File: config.mk
export PLATFORM = sky130hd
export DESIGN_NAME = ntt_ctrl
export DESIGN_NICKNAME = d
export VERILOG_FILES = /design/src/rtl/ntt_ctrl.sv
export SDC_FILE = /design/constraint.sdc
export NUM_CORES = 1
export LEC_CHECK = 0
export BUFFER_PORTS_ARGS = -buffer_cell sky130_fd_sc_hd__buf_2
export CAP_MARGIN = 10
export CORE_UTILIZATION = 51
export CTS_CLUSTER_DIAMETER = 200
export DETAILED_ROUTE_END_ITERATION = 7
export PLACE_DENSITY_LB_ADDON = 0.1
export SLEW_MARGIN = 15
export SYNTH_ARGS = -nofsm -noshare
export SYNTH_HDL_FRONTEND = slang
export SYNTH_SLANG_ARGS = --single-unit
export TNS_END_PERCENT = 5
File: constraint.sdc
create_clock -name clk -period 3 [get_ports clk]
set_clock_uncertainty 0.1 [all_clocks]
set_input_delay 0.15 -clock clk [delete_from_list [all_inputs] [get_ports clk]]
set_output_delay 0.15 -clock clk [all_outputs]
set_load 0.05 [all_outputs]
File: src/rtl/ntt_ctrl.sv
// ntt_ctrl: address sequencer for an in-place Cooley-Tukey negacyclic NTT.
// Walks stages s and butterflies k, issuing one butterfly read per cycle,
// then waits BF_LAT cycles so the last write of a stage lands before the
// first read of the next one. The twiddle ROM holds psi in bit-reversed order.
//
// Ports:
//   clk, rst_n              clock, async active-low reset
//   start                   transform request, sampled only in IDLE
//   busy, done              status; done is a one-cycle pulse
//   rd_en, rd_addr_a/b      butterfly read strobe and leg addresses (j, j+t)
//   psi_addr                twiddle ROM address, valid with rd_en
//   wr_en, wr_addr_a/b      write-back strobe and addresses, BF_LAT after read
//
// state | meaning
// IDLE  | waiting for start
// RUN   | one butterfly read per cycle for stage s
// DRAIN | BF_LAT cycles without reads so stage writes complete
// DONE  | one-cycle completion, then IDLE
module ntt_ctrl #(
    parameter int N      = 16,
    parameter int LOGN   = 4,
    parameter int BF_LAT = 3
) (
    input  logic            clk,
    input  logic            rst_n,
    input  logic            start,
    output logic            busy,
    output logic            done,
    output logic            rd_en,
    output logic [LOGN-1:0] rd_addr_a,
    output logic [LOGN-1:0] rd_addr_b,
    output logic [LOGN-1:0] psi_addr,
    output logic            wr_en,
    output logic [LOGN-1:0] wr_addr_a,
    output logic [LOGN-1:0] wr_addr_b
);

    localparam int SW = (LOGN > 1) ? $clog2(LOGN) : 1;
    localparam int KW = (LOGN > 1) ? LOGN - 1 : 1;
    localparam int DW = $clog2(BF_LAT + 1);
    localparam int PW = 2 * LOGN + 1;

    localparam logic [KW-1:0]   K_LAST   = KW'(N / 2 - 1);
    localparam logic [SW-1:0]   S_LAST   = SW'(LOGN - 1);
    localparam logic [DW-1:0]   D_LOAD   = DW'(BF_LAT - 1);
    localparam logic [LOGN-1:0] HALF_W   = LOGN'(N / 2);
    localparam logic [LOGN-1:0] LAST_W   = LOGN'(LOGN - 1);
    localparam logic [LOGN-1:0] LOGN_W   = LOGN'(LOGN);
    localparam logic [LOGN-1:0] ONE_W    = LOGN'(1);

    typedef enum logic [1:0] {
        IDLE  = 2'd0,
        RUN   = 2'd1,
        DRAIN = 2'd2,
        DONE  = 2'd3
    } state_t;

    state_t          state, state_nxt;
    logic [SW-1:0]   s;
    logic [KW-1:0]   k;
    logic [DW-1:0]   drain_cnt;

    logic            busy_c, done_c, rd_c;
    logic [LOGN-1:0] addr_a_c, addr_b_c, psi_c;
    logic [LOGN-1:0] s_w, k_w, t_w, i_w, o_w, a_w;

    logic [PW-1:0]   pipe [BF_LAT];

    // state register
    always_ff @(posedge clk or negedge rst_n) begin
        if (!rst_n) begin
            state <= IDLE;
        end else begin
            state <= state_nxt;
        end
    end

    // next-state logic
    always_comb begin
        state_nxt = state;
        case (state)
            IDLE:    if (start) state_nxt = RUN;
            RUN:     if (k == K_LAST) state_nxt = DRAIN;
            DRAIN:   if (drain_cnt == '0) state_nxt = (s == S_LAST) ? DONE : RUN;
            DONE:    state_nxt = IDLE;
            default: state_nxt = IDLE;
        endcase
    end

    // stage / butterfly / drain counters
    always_ff @(posedge clk or negedge rst_n) begin
        if (!rst_n) begin
            s         <= '0;
            k         <= '0;
            drain_cnt <= '0;
        end else begin
            case (state)
                IDLE: begin
                    if (start) begin
                        s <= '0;
                        k <= '0;
                    end
                end
                RUN: begin
                    k <= k + 1'b1;
                    if (k == K_LAST) drain_cnt <= D_LOAD;
                end
                DRAIN: begin
                    if (drain_cnt != '0) begin
                        drain_cnt <= drain_cnt - 1'b1;
                    end else if (s != S_LAST) begin
                        s <= s + 1'b1;
                        k <= '0;
                    end
                end
                default: ;
            endcase
        end
    end

    // address generation: group i, offset o within the group, half-span t
    always_comb begin
        s_w = LOGN'(s);
        k_w = LOGN'(k);
        t_w = HALF_W >> s_w;
        i_w = k_w >> (LAST_W - s_w);
        o_w = k_w & (t_w - ONE_W);
        a_w = (i_w << (LOGN_W - s_w)) + o_w;
    end

    // output decode; registered below so every port comes from a flop
    always_comb begin
        busy_c   = (state == RUN) || (state == DRAIN);
        done_c   = (state == DONE);
        rd_c     = (state == RUN);
        addr_a_c = '0;
        addr_b_c = '0;
        psi_c    = '0;
        if (rd_c) begin
            addr_a_c = a_w;
            addr_b_c = a_w + t_w;
            psi_c    = (ONE_W << s_w) + i_w;
        end
    end

    always_ff @(posedge clk or negedge rst_n) begin
        if (!rst_n) begin
            busy      <= 1'b0;
            done      <= 1'b0;
            rd_en     <= 1'b0;
            rd_addr_a <= '0;
            rd_addr_b <= '0;
            psi_addr  <= '0;
            for (int i = 0; i < BF_LAT; i++) pipe[i] <= '0;
        end else begin
            busy      <= busy_c;
            done      <= done_c;
            rd_en     <= rd_c;
            rd_addr_a <= addr_a_c;
            rd_addr_b <= addr_b_c;
            psi_addr  <= psi_c;
            // write-back tracks the issued read by exactly BF_LAT cycles
            pipe[0]   <= {rd_en, rd_addr_a, rd_addr_b};
            for (int i = 1; i < BF_LAT; i++) pipe[i] <= pipe[i-1];
        end
    end

    assign {wr_en, wr_addr_a, wr_addr_b} = pipe[BF_LAT-1];

endmodule

After elaboration in Yosys (flattened, before gate mapping)
Index checks and enable logic that the tools add are counted.
W data, S select, Z words.
- add/sub/neg operators: 9
- equal/unequal tests: 12
- shift operators: 4
- mux-type cells: 18
- bitwise logic cells: 1
- reductions and logical operators: 11
- operators by type and width (operator ; count):
    $mux W2 ; 8
    $add A4 B4 Y4 ; 3
    $mux W4 ; 3
    $ne A2 B2 Y1 const B ; 6
    $mux W3 ; 3
    $pmux W3 S3 ; 1
    $pmux W2 S2 ; 2
    $pmux W2 S4 ; 1
    $reduce_and A4 Y1 ; 2
    $eq A2 B2 Y1 const B ; 3
    $reduce_and A3 Y1 ; 2
    $reduce_bool A2 Y1 ; 3
    $and A3 B4 Y4 ; 1
    $logic_not A2 Y1 ; 2
    $shl A1 B2 Y4 const A ; 1
    $shl A4 B4 Y4 ; 1
    $shr A3 B4 Y4 ; 1
    $shr A4 B2 Y4 const A ; 1
    $sub A3 B2 Y4 const A ; 1
    $sub A4 B1 Y4 const B ; 1
    $add A3 B1 Y3 const B ; 1
    $eq A3 B3 Y1 const B ; 1
    $reduce_bool A3 Y1 ; 1
    $sub A2 B2 Y3 const A ; 1
    5 further kinds ; 5
- register bits after elaboration: 51
- input bits: 3
- output and inout port bits: 24
- word-level logic and storage cells: 68

Depth between registers and ports, before layout
Gate-level depths: netlist (run 1).
- depth in word-level cells: 6
- mapped depth: 14
- gate-level depth less buffers: 14

Least setup slack after synthesis (run 1)
Ideal clock, no wire load.
- kind: flip-flop to flip-flop
- start: register s[0]
- end: register rd_addr_b[3]
- library setup time: 0.079 ns
- arrival time: 3.078 ns
- required time: 2.821 ns
- path slack: -0.257 ns
- cell stages (with the launch flop): 15
- path buffers: 1
- clock period less this slack: 3.257 ns
- cells stage by stage: dfrtp_1 -> buf_6 -> inv_1 -> ha_1 -> nor4_1 -> ha_1 -> inv_1 -> fa_1 -> inv_1 -> ha_1 -> a21o_1 -> a21oi_1 -> xor2_1 -> or2_2 -> mux2i_1
- longest elaborated chain between the ends: 6
- elaborated cells between the ends (all ways): 10
- classes of those cells: add/sub (5); shift (3); mux (1); bitwise (1)
- ends and longest elaborated chain (item ; line ; text):
    start: declaration ; 59 ; logic [SW-1:0] s;
    start signal: assignment ; 112 ; s <= s + 1'b1;
    $sub A2 B2 Y3 or $shr A4 B2 Y4 (tied branches) ; 126, 125 ;
    $shr A3 B4 Y4 or $sub A4 B1 Y4 (tied branches) ; 126, 127 ;
    $shl A4 B4 Y4 or $and A3 B4 Y4 (tied branches) ; 128, 127 ;
    $add A4 B4 Y4 ; 128 ; a_w = (i_w << (LOGN_W - s_w)) + o_w;
    $add A4 B4 Y4 (*) ; 141 ; addr_b_c = a_w + t_w;
    $mux W4 (*) ; 139 ; if (rd_c) begin
    named net addr_b_c[3] ; 64 ; logic [LOGN-1:0] addr_a_c, addr_b_c, psi_c;
    end signal: assignment ; 160 ; rd_addr_b <= addr_b_c;
    end: declaration ; 31 ; output logic [LOGN-1:0] rd_addr_b,
The timed path passes the listed nets; every way through them passes the cells marked *.
A chain may end at the register's enable or synchronous reset.

Worst setup path in the final report (run 1)
Same ends and word-level chain as after synthesis.

==> impl_metrics.yaml, run 1 <==
run_status:
  outcome: "finished with violations"
  failed_checks: "negative setup slack"
logic_synthesis:
  synth-seq-cells: 51
  synth_edf_count: 0
  syn_inst: 184
  ys_seq_area_frac: 0.5750
  yosys.area.top_type: "dfrtp_1"
  synth_ff_type: "dfrtp_1"
  yosysTopAreaCellShare: 0.5750
  ys_types: 33
  synth.most_common_cell: "dfrtp_1"
  syn-num-nets: 209
  ys_top_cells_by_count: "dfrtp_1, ha_1, inv_1"
  synthArstFlopShare: 1.000
  yosys_warnings: 0
  synth_area_leaders: "dfrtp_1, ha_1, inv_1"
  syn_area_per_cell_um2: 12.06
  synth_area_um2: 2220
timing:
  max_freq_ghz: 0.3285
  hold_viol: 0
  finalSetupViolations: 1
  final_max_slew_viol_count: 0
  finalSetupTns_ps: -43.92
  tightest_slew_ps: 612.9
  final.setup.worst_slack_ps: -43.92
  period_minus_slack_ps: 3044
  grt_setup_unrepaired: "yes"
  post-route-period-util: 1.015
  slew_headroom: 0.5914
place:
  place_hpwl_um: 2754
  portBuffers: 26
  place_congestion: 0.9683
  preCtsSetupSlack_ps: -103.6
hold_path:
  hp-class: "reg -> reg"
  min_path_cells: 0
  hold_end: "pipe[13]$_DFF_PN0_"
  worstHoldStart: "pipe[22]$_DFF_PN0_"
floorplan:
  core-area_um2: 4086
  die_w_um: 67.97
  fp-row-count: 23
  die_area_um2: 4620
  pin_count: 27
  die_h_um: 67.97
  start_util: 0.5432
detailed_routing:
  drc_errors: 0
  drt_iter0_drc: 50
  vias: 1406
  wl_per_cell_um: 14.25
  first_pass_iters: 4
  ant_nets: 0
  vias_per_cell: 5.169
  totalWireLength_um: 3876
grt:
  grt_usage: 0.1955
  grt_pass1_wl_um: 6410
  grt_pass1_vias: 1443
  gr-total-overflow: 0
  antenna_found_initial: 0
  grt_max_degree: 52
power:
  worst_ir_drop_vdd_mv: 0.4486
  p_switching_w: 0.001070
  power_w: 0.002534
  internal_power_w: 0.001464
  cellPowerDensity_nw_per_um2: 970.9
  clkPwrFrac: 0.161
  comb_power_share: 0.464
  p_leak_nw: 1.368
  p_sw_frac: 0.4222
  power_frac_seq: 0.374
clock_network:
  root_buffer: "clkbuf_8"
  cts_tree: "yes"
  h-tree-depth: 2
  numCtsBuffers: 5
  cts_buffer_depth: 2
  clock_latency_ps: 300
  clkTransAtPathRegs_ps: 90
  cts_sinks: 51
cells_and_area:
  antennaDiodeCount: 0
  drive_gt1_frac: 0.2928
  areaGrowthSynthToFinish_pct: 17.59
  nNetsFinal: 246
  post-route-util: 0.6387
worst_setup_path:
  worstSetupPathType: "reg -> reg"
  rrSetupSlack_ps: -40
  crit_slowest_cell: "fa_1"
  crit_buf_inv: 3
  timing.rr.start: "s[0]$_DFFE_PN0P_"
  crit_fanout: 7
  start_kind: "register"
  cp_top_family: "adder cells"
  worst_path_largest_cell_delay_ps: 510
  end_kind: "register"
  regToRegEndpoint: "rd_addr_b[3]$_DFF_PN0_"
  cp_cell_sequence: "buf_6, nor2_4, o21ai_2, nor4_2, ha_2, inv_2, fa_1, inv_1, ha_1, a21o_1, a21oi_2, xor2_1, or2_4, mux2i_1"
  cp.required_ps: 3120
  arrival_ps: 3170
  reg2reg_depth: 14
flow_run:
  maxCapViolCount: 0
[cells in the final DEF, fill, tap and decap left out, types with 4 or more instances in the layout]
cell	count
buf_2	25
xnor2_1	4
xor2_1	4
buf_4	12
clkbuf_8	6
nor2_1	10
ha_1	17
dfrtp_1	50
o21ai_0	10
nand2_1	11
mux2i_1	4
inv_1	15
and2_1	8
[flip-flops by register name (all words and copies together) (netlist names)]
signal     flops
rd_addr_a      4
busy           1
wr_en          1
done           1
wr_addr_b      4
rd_en          1
pipe          18
wr_addr_a      4
state          2
rd_addr_b      4
drain_cnt      2
s              2
psi_addr       4
k              3
[worst max path at each step]
stage,startpoint,to,slack [ps],cells after the start
floorplan,s[0]$_DFFE_PN0P_,rd_addr_b[3]$_DFF_PN0_,-120,14
global placement,s[0]$_DFFE_PN0P_,rd_addr_b[3]$_DFF_PN0_,40,13
detailed placement,s[0]$_DFFE_PN0P_,rd_addr_b[3]$_DFF_PN0_,-100,14
CTS,s[0]$_DFFE_PN0P_,rd_addr_b[3]$_DFF_PN0_,-40,14
global route,s[0]$_DFFE_PN0P_,rd_addr_b[3]$_DFF_PN0_,-180,14
finish,s[0]$_DFFE_PN0P_,rd_addr_b[3]$_DFF_PN0_,-40,14
[stage by stage]
step	std cells	hold slack [ps]	cell area [µm²]
2_1_floorplan	184	-245.6	2251
3_3_place_gp	258	231.3	2431
3_5_place_dp	258	235.8	2431
4_1_cts	271	256.3	2597
5_1_grt	272	258.8	2610
6_report	272	252.5	2610
[routing by layer]
metal / GRT usage / wire, µm / up-vias
li1: - / - / 662
met1: 0.2066 / 1638 / 693
met2: 0.3431 / 1949 / 38
met3: 0.04667 / 174 / 13
met4: 0.1276 / 112 / 0
met5: 0 / 0 / -
[layout make-up]
type / count / area [µm²]
Multi-Input combinational cell: 104 / 844.6
Clock buffer: 6 / 82.58
Sequential cell: 51 / 1277
Tap cell: 50 / 62.56
Timing Repair Buffer: 41 / 259.0
Clock inverter: 2 / 13.76
Fill cell: 307 / 1476
Inverter: 18 / 70.07
[power by group through the flow]
| stage | clock, W | combinational (W) | sequential, W |
|---|---|---|---|
| floorplan | 0 | 0.000623 | 0.00116 |
| global placement | 0 | 0.00104 | 0.000952 |
| detailed placement | 0 | 0.00109 | 0.000967 |
| CTS | 0.000421 | 0.00116 | 0.000952 |
| global route | 0.000451 | 0.00129 | 0.000972 |
| finish | 0.000409 | 0.00118 | 0.000948 |
[timing repair]
action,4_1_cts,5_1_grt
setup buffers,4,1
resized for setup,8,2
hold endpoints to repair,51,0
pin swaps,6,1
hold buffers,1,0
setup endpoints to repair,1,1
[cells by family (layout without fill, tap and decap cells)]
logic type	count (synthesis)	in the layout	share of synthesized area
compound gates	23	23	0.06426
buf+inv	29	67	0.06651
mux	4	4	0.01804
xor+xnor	8	8	0.03156
fa+ha+maj	22	22	0.1342
flops	51	51	0.5750
simple gates	47	47	0.1105
Note: power is estimated with default switching activity, not from simulation.
==> inputs of run 2 (changes only) <==
--- a/config.mk
+++ b/config.mk
@@ -6,8 +6,8 @@
 export NUM_CORES = 1
 export LEC_CHECK = 0
 export BUFFER_PORTS_ARGS = -buffer_cell sky130_fd_sc_hd__buf_2
-export CAP_MARGIN = 10
-export CORE_UTILIZATION = 51
+export CAP_MARGIN = 20
+export CORE_UTILIZATION = 55
 export CTS_CLUSTER_DIAMETER = 200
 export DETAILED_ROUTE_END_ITERATION = 7
 export PLACE_DENSITY_LB_ADDON = 0.1
==> constraint.sdc (replaced) <==
create_clock -name clk -period 3.3 [get_ports clk]
set_clock_uncertainty 0.1 [all_clocks]
set_input_delay 0.165 -clock clk [delete_from_list [all_inputs] [get_ports clk]]
set_output_delay 0.165 -clock clk [all_outputs]
set_load 0.05 [all_outputs]
==> impl_metrics.yaml, run 2 (synthesis results as in run 1) <==
floorplan:
  pin_count: 27
  fp-row-count: 22
  die_area_um2: 4294
  start_util: 0.5886
  die_w_um: 65.53
  core-area_um2: 3771
  die_h_um: 65.53
worst_setup_path:
  arrival_ps: 3330
  cp.required_ps: 3420
  cp-startpoint: "s[1]$_DFFE_PN0P_"
  crit_fanout: 5
  end_kind: "register"
  timing.rr.start: "s[1]$_DFFE_PN0P_"
  start_kind: "register"
  worstSetupPathType: "reg -> reg"
power:
  power_w: 0.002180
  cellPowerDensity_nw_per_um2: 872.9
  p_leak_nw: 1.309
  worst_ir_drop_vdd_mv: 0.5606
timing:
  final.setup.worst_slack_ps: 90.96
  whs_ps: 253.8
  tightest_slew_ps: 596.5
  period_minus_slack_ps: 3209
  hold_viol: 0
  post-route-period-util: 0.9724
  finalSetupViolations: 0
  max_freq_ghz: 0.3116
  final_max_slew_viol_count: 0
  slew_headroom: 0.6023
clock_network:
  clkTransAtPathRegs_ps: 90
  clock_latency_ps: 300
  root_buffer: "clkbuf_8"
  numCtsBuffers: 5
  cts_buffer_depth: 2
  h-tree-depth: 2
  cts_sinks: 51
  cts_tree: "yes"
cells_and_area:
  final_cell_mix: "dfrtp_1, buf_2, ha_1"
  regMostFlops: "pipe"
  drive_gt1_frac: 0.2406
  antennaDiodeCount: 0
  post-route-util: 0.6622
  nNetsFinal: 236
  layout_commonest_cell: "dfrtp_1"
  areaGrowthSynthToFinish_pct: 12.51
  largest_reg_flops: 18
grt:
  grt_pass1_vias: 1354
  grt_max_degree: 52
  gr-total-overflow: 0
  grt_pass1_wl_um: 5858
  antenna_found_initial: 0
  grt_usage: 0.1847
detailed_routing:
  totalWireLength_um: 3526
  drc_errors: 0
  first_pass_iters: 4
  vias_per_cell: 5.112
  vias: 1329
  drt_iter0_drc: 94
  ant_nets: 0
  wl_per_cell_um: 13.56
place:
  preCtsSetupSlack_ps: 0.6606
  place_congestion: 0.9247
  place_hpwl_um: 2468
  portBuffers: 26
hold_path:
  worstHoldStart: "pipe[15]$_DFF_PN0_"
  hp-class: "reg -> reg"
flow_run:
  maxCapViolCount: 0
run_status:
  outcome: "completed"
## run 2: cell types whose count changed in the layout (fill, tap and decap cells not counted), sizes merged
cell,previous run,this run
buf,40,30
inv,19,18
clkinvlp,0,1
## run 2: power by group
group | total [W] | switching [W] | internal (W) | leakage (nW)
clock | 0.000371 | 0.000199 | 0.000171 | 0.0474
sequential | 0.000862 | 0.0000759 | 0.000787 | 0.687
combinational | 0.000947 | 0.000660 | 0.000287 | 0.574
## run 2: per-layer routing
layer / up-vias / global-route usage / part of all wire
li1: 643 / - / -
met1: 653 / 0.2194 / 0.44
met2: 29 / 0.3080 / 0.51
met3: 4 / 0.04861 / 0.037
met4: 0 / 0.09239 / 0.0077
met5: - / 0 / 0
## run 2: metrics by stage
step	setup TNS [ps]	area, µm²	cells
2_1_floorplan	0	2220	184
5_1_grt	-20.36	2497	260
6_report	0	2497	260
4_1_cts	0	2475	260
3_3_place_gp	0	2360	251
3_5_place_dp	0	2360	251
## run 2: worst paths after layout
| kind | endpoint | slack, ps | depth (start not counted) |
|---|---|---|---|
| worst max-delay path | rd_addr_b[3]$_DFF_PN0_ | 90 | 13 |
| worst min-delay path | wr_addr_a[2]$_DFF_PN0_ | 250 | 0 |
| worst max register to register | rd_addr_b[3]$_DFF_PN0_ | 90 | 13 |
| worst min register to register | wr_addr_a[2]$_DFF_PN0_ | 250 | 0 |
| max in group asynchronous | wr_addr_a[3]$_DFF_PN0_ | 2380 | 2 |
| min in group asynchronous | s[0]$_DFFE_PN0P_ | 320 | 2 |
## run 2: layout make-up
type / instances / area (µm²)
clock buffer: 6 / 82.58
clock inverter: 2 / 16.27
fill: 283 / 1274
inverter: 18 / 67.56
multi-input combinational: 104 / 822.0
sequential: 51 / 1276
tap: 48 / 60.06
timing repair buffer: 31 / 172.7
## run 2: timing repair
action	4_1_cts	5_1_grt
gates cloned	0	0
gates resized for setup	1	8
hold buffers	1	0
setup buffers	0	0
hold endpoints to repair	51	0
pin swaps	0	1
setup endpoints to repair	1	1
## run 2: critical path, stage by stage, from the launching register on
cell     delay, ps
dfrtp_1        400
inv_2          100
ha_2           320
nor4_4         270
ha_2           210
inv_1           50
fa_2           550
inv_1           60
ha_1           270
a21o_1         170
a21oi_2        150
xor2_1          90
or2_2          270
mux2i_1        120
